<file path="config.mk">
export PLATFORM = sky130hd
export DESIGN_NAME = csr_access_unit
export DESIGN_NICKNAME = d
export VERILOG_FILES = /design/src/rtl/csr_access_unit.sv
export SDC_FILE = /design/constraint.sdc
export NUM_CORES = 1
export LEC_CHECK = 0
export ABC_AREA = 1
export CORE_MARGIN = 2
export CORE_UTILIZATION = 38
export DETAILED_ROUTE_END_ITERATION = 8
export GPL_TIMING_DRIVEN = 0
export PLACE_DENSITY_LB_ADDON = 0.05
export SLEW_MARGIN = 20
export SYNTH_ARGS = -nofsm -noshare
export SYNTH_HDL_FRONTEND = slang
export SYNTH_SLANG_ARGS = --single-unit
</file>
<file path="constraint.sdc">
create_clock -name clk -period 2.61 [get_ports clk]
set_clock_uncertainty 0.1 [all_clocks]
set_input_delay 0.261 -clock clk [delete_from_list [all_inputs] [get_ports clk]]
set_output_delay 0.261 -clock clk [all_outputs]
set_load 0.01 [all_outputs]
</file>
<file path="src/rtl/csr_access_unit.sv">
// ============================================================================
// Module   : csr_access_unit
// Purpose  : Sequences CSR read-modify-write instructions (CSRRW/S/C and
//            immediate forms) against a registered-read CSR storage port.
//            Optional macro CSR_RO_CHECK_EN traps writes to read-only CSRs.
// Revision : 1.0 - initial release
// ============================================================================
`default_nettype none

module csr_access_unit (
    input  logic        clk,
    input  logic        reset,
    input  logic        req_valid,
    output logic        req_ready,
    input  logic [2:0]  req_funct3,
    input  logic [11:0] req_addr,
    input  logic [31:0] req_rs1_val,
    input  logic        req_rs1_zero,
    input  logic [4:0]  req_zimm,
    output logic        resp_valid,
    input  logic        resp_ready,
    output logic [31:0] resp_rdata,
    output logic        resp_illegal,
    output logic [11:0] csr_rdaddr,
    input  logic [31:0] csr_rdval,
    output logic        csr_write,
    output logic [11:0] csr_wraddr,
    output logic [31:0] csr_wrval
);

    typedef enum logic [1:0] {
        ST_IDLE   = 2'd0,
        ST_READ   = 2'd1,
        ST_MODIFY = 2'd2,
        ST_RESP   = 2'd3
    } state_t;

    state_t      r_state;
    state_t      w_nextState;

    logic [1:0]  r_op;
    logic [11:0] r_addr;
    logic [31:0] r_src;
    logic        r_srcZero;
    logic [31:0] r_rdata;
    logic        r_illegal;

    logic        w_accept;
    logic        w_funct3Illegal;
    logic        w_writeEn;
    logic        w_roViolation;
    logic        w_doWrite;
    logic [31:0] w_newVal;

    assign w_accept        = req_valid && (r_state == ST_IDLE);
    assign w_funct3Illegal = (req_funct3[1:0] == 2'b00);

    // Set/clear with a zero source is a pure read; plain writes always write.
    assign w_writeEn = (r_op == 2'b01) || !r_srcZero;

`ifdef CSR_RO_CHECK_EN
    assign w_roViolation = w_writeEn && (r_addr[11:10] == 2'b11);
`else
    assign w_roViolation = 1'b0;
`endif

    assign w_doWrite = (r_state == ST_MODIFY) && w_writeEn && !w_roViolation;

    always_comb begin
        w_newVal = csr_rdval;
        case (r_op)
            2'b01:   w_newVal = r_src;
            2'b10:   w_newVal = csr_rdval | r_src;
            2'b11:   w_newVal = csr_rdval & ~r_src;
            default: w_newVal = csr_rdval;
        endcase
    end

    always_comb begin
        w_nextState = r_state;
        req_ready   = 1'b0;
        resp_valid  = 1'b0;
        case (r_state)
            ST_IDLE: begin
                req_ready = 1'b1;
                if (w_accept) begin
                    w_nextState = w_funct3Illegal ? ST_RESP : ST_READ;
                end
            end
            ST_READ:   w_nextState = ST_MODIFY;
            ST_MODIFY: w_nextState = ST_RESP;
            ST_RESP: begin
                resp_valid = 1'b1;
                if (resp_ready) begin
                    w_nextState = ST_IDLE;
                end
            end
            default:   w_nextState = ST_IDLE;
        endcase
    end

    always_ff @(posedge clk or posedge reset) begin
        if (reset) begin
            r_state <= ST_IDLE;
        end else begin
            r_state <= w_nextState;
        end
    end

    always_ff @(posedge clk or posedge reset) begin
        if (reset) begin
            r_op      <= 2'b00;
            r_addr    <= 12'h000;
            r_src     <= 32'h0;
            r_srcZero <= 1'b0;
            r_rdata   <= 32'h0;
            r_illegal <= 1'b0;
        end else begin
            if (w_accept) begin
                r_op      <= req_funct3[1:0];
                r_addr    <= req_addr;
                r_src     <= req_funct3[2] ? {27'b0, req_zimm} : req_rs1_val;
                r_srcZero <= req_funct3[2] ? (req_zimm == 5'd0) : req_rs1_zero;
                r_rdata   <= 32'h0;
                r_illegal <= w_funct3Illegal;
            end else if (r_state == ST_MODIFY) begin
                r_rdata   <= csr_rdval;
                r_illegal <= w_roViolation;
            end
        end
    end

    assign resp_rdata   = r_rdata;
    assign resp_illegal = r_illegal;
    assign csr_rdaddr   = r_addr;
    assign csr_write    = w_doWrite;
    assign csr_wraddr   = w_doWrite ? r_addr : 12'h000;
    assign csr_wrval    = w_doWrite ? w_newVal : 32'h0;

endmodule

`default_nettype wire

</file>
==> flow_summary.json <==
{
  "grt_start_max_net_pins": 53,
  "detail-route-antenna-nets": 0,
  "clkTransAtPathRegs_ns": 0.09,
  "syn_avg_cell_area_sq_um": 7.62,
  "met3WireLength_mm": 1.06,
  "clock_latency_ns": 0.34,
  "clockBufferDepth": 2,
  "start_util_pct": 38.6,
  "hold_path.class": "input port to asynchronous set/reset pin",
  "cp_slowest_cell": "clkdlybuf4s50_1",
  "synth_nets": 637,
  "final_cells": 880,
  "finalMaxSlewViolations": 0,
  "worstSetupPathType": "flip-flop to output pin",
  "ir_drop_mv": 0.468,
  "ctsHoldBuffers": 0,
  "outcome": "complete, no violations",
  "syn_area_sq_um": 4150,
  "coreArea_sq_um": 10700,
  "tightest_slew_ns": 0.450,
  "gr-total-overflow": 0,
  "cp_top_family": "buffers and inverters",
  "drive_above_1_share_pct": 7.43,
  "nFillCells": 1004,
  "ys_ff_latch": 82,
  "synth-seq-area-share_pct": 49.5,
  "clockRootBuffer": "clkbuf_8",
  "rsz0062_at_grt": "false",
  "cap_violations": 0,
  "final_cell_mix": "149 x clkdlybuf4s50_1, 117 x nand2_1, 87 x nor2_1",
  "cts_buffers": 9,
  "die_h_microns": 108,
  "ys_warn_count": 0,
  "path_buf_inv": 4,
  "post-dp-hpwl_mm": 9.90,
  "route.detailed.drc": 0,
  "cp-start-kind": "flip-flop",
  "antenna_found_initial": 0,
  "avgViaCountPerCell": 4.95,
  "wl_met2_mm": 6.50,
  "synth_cell_types": 16,
  "placed_cells": 865,
  "cp-end-kind": "output pin",
  "cp_cell_sequence": "buf_6 > inv_2 > nand2_2 > clkbuf_4 > nand3_1 > a21oi_1 > clkdlybuf4s50_1",
  "slew_headroom_pct": 70.0,
  "cp_max_fo": 10,
  "p_per_area_nw_per_um2": 1050,
  "wl_per_cell_microns": 15.4,
  "postSynthCellCount": 544,
  "layout_commonest_cell": "clkdlybuf4s50_1",
  "grt_pass1_wl_mm": 21.0,
  "fin_crit_sh_pct": 96.1,
  "vias": 4359,
  "io_pins": 181,
  "dieWidth_microns": 108,
  "die_area_sq_um": 11800,
  "power_mw": 6.71,
  "arrival_ns": 2.15,
  "num_rows": 38,
  "leakagePower_nw": 3.30,
  "wl_mm": 13.5,
  "grt_pass1_vias": 4109,
  "firstDrtPassIters": 7,
  "finalCriticalPeriod_ns": 2.51,
  "hold_viol_final": 0,
  "grt_use_total_pct": 23.2,
  "top_layer": "met4",
  "max_freq_mhz": 399,
  "fin_setup_tns_ns": 0,
  "met1_length_mm": 5.81,
  "htreeDepth": 3,
  "antenna_cells": 0,
  "port_buffers": 180,
  "gp_congestion": 0.808,
  "drtIter0Drc": 247,
  "slowest_delay_ns": 0.59,
  "fin_nets": 829,
  "cp.required_ns": 2.25,
  "whs_ns": 0.173,
  "syn2layout_area_growth_pct": 54.4,
  "finalSetupViolations": 0,
  "clock_sinks": 82,
  "cts_tree": "yes"
}
worst reg2reg max path, stage by stage, from the launching register on:
cell and delay, ns:
dfrtp_1 0.41, inv_1 0.08, ha_1 0.22, nand2_1 0.22
buf_4 0.25, buf_2 0.24, o21ai_0 0.13, nor2_1 0.10
state kept, by name, indices dropped and copies added, names as in the netlist:
name	count
r_src	32
r_srcZero	1
r_state	2
csr_rdaddr	12
resp_illegal	1
resp_rdata	32
r_op	2
cells in the mapped netlist:
| cell type | n | area (sq um) |
|---|---|---|
| nor2_1 | 87 | 327 |
| ha_1 | 4 | 50.1 |
| a21oi_1 | 42 | 210 |
| nand2_1 | 118 | 443 |
| nand2_2 | 2 | 12.5 |
| nand2_4 | 2 | 22.5 |
| inv_1 | 23 | 86.3 |
| buf_4 | 2 | 15.0 |
| clkbuf_1 | 8 | 30.0 |
| nand3_1 | 66 | 330 |
| o21ai_0 | 76 | 380 |
| buf_1 | 1 | 3.75 |
| buf_6 | 5 | 56.3 |
| dfrtp_1 | 82 | 2050 |
| inv_2 | 2 | 7.51 |
| buf_2 | 24 | 120 |
final timing paths:
| check | start | end | slack, ns | depth (start not counted) |
|---|---|---|---|---|
| min reg2reg | r_src[31] | r_src[31] | 0.41 | 2 |
| min in group clk | req_rs1_val[8] | r_src[8] | 0.37 | 3 |
| max in group asynchronous | reset | r_src[8] | 1.63 | 3 |
| max reg2reg | r_state[1] | resp_rdata[2] | 0.79 | 7 |
| min | reset | resp_rdata[19] | 0.17 | 2 |
| max | r_op[1] | csr_wrval[2] | 0.10 | 7 |
logic make-up (layout without fill, tap and decap cells):
| family | after synthesis | after routing | synth area share [%] |
|---|---|---|---|
| buffers and inverters | 65 | 261 | 7.69 |
| adder cells (fa/ha/maj) | 4 | 4 | 1.21 |
| flip-flops | 82 | 82 | 49.5 |
| AND/OR/NAND/NOR | 275 | 275 | 27.4 |
| AO/OA/AOI/OAI | 118 | 118 | 14.2 |
through the flow:
step                cell area, sq um  setup slack, ns  utilization, %
floorplan                       4150            0.141               -
global placement                6120            -1.29            57.0
detailed placement              6150            0.291            57.3
CTS                             6320           0.0173            58.8
global route                    6400          0.00389            59.6
finish                          6400            0.101            59.6
area by class of cell:
type / count / area (sq um) / area share [%]
multi-input cells: 397 / 1780 / 27.8
clock inverters: 4 / 30.0 / 0.469
flip-flops and latches: 82 / 2050 / 32.1
plain buffers: 40 / 236 / 3.69
clock buffers: 11 / 131 / 2.05
repair buffers: 181 / 1900 / 29.7
inverters: 25 / 96.3 / 1.50
well taps: 140 / 175 / 2.74
per-layer routing:
layer  vias up  global-route usage, %
li1       2151                      -
met2       170                   38.1
met3        12                   5.49
met5         -                      0
met4         0                   5.31
met1      2026                   31.1
power breakdown:
group	switching, mW	internal, mW	total (mW)
clock	0.462	0.341	0.803
sequential	0.366	1.87	2.24
combinational	1.99	1.68	3.67
what timing repair did:
action                                 CTS  global route
endpoints found under the hold margin    0             0
pin swaps                                0             0
gates resized for setup                  3            36
setup buffers                            0             0
setup endpoints to repair               28            34
No activity file was read; power rests on OpenSTA's default activity.
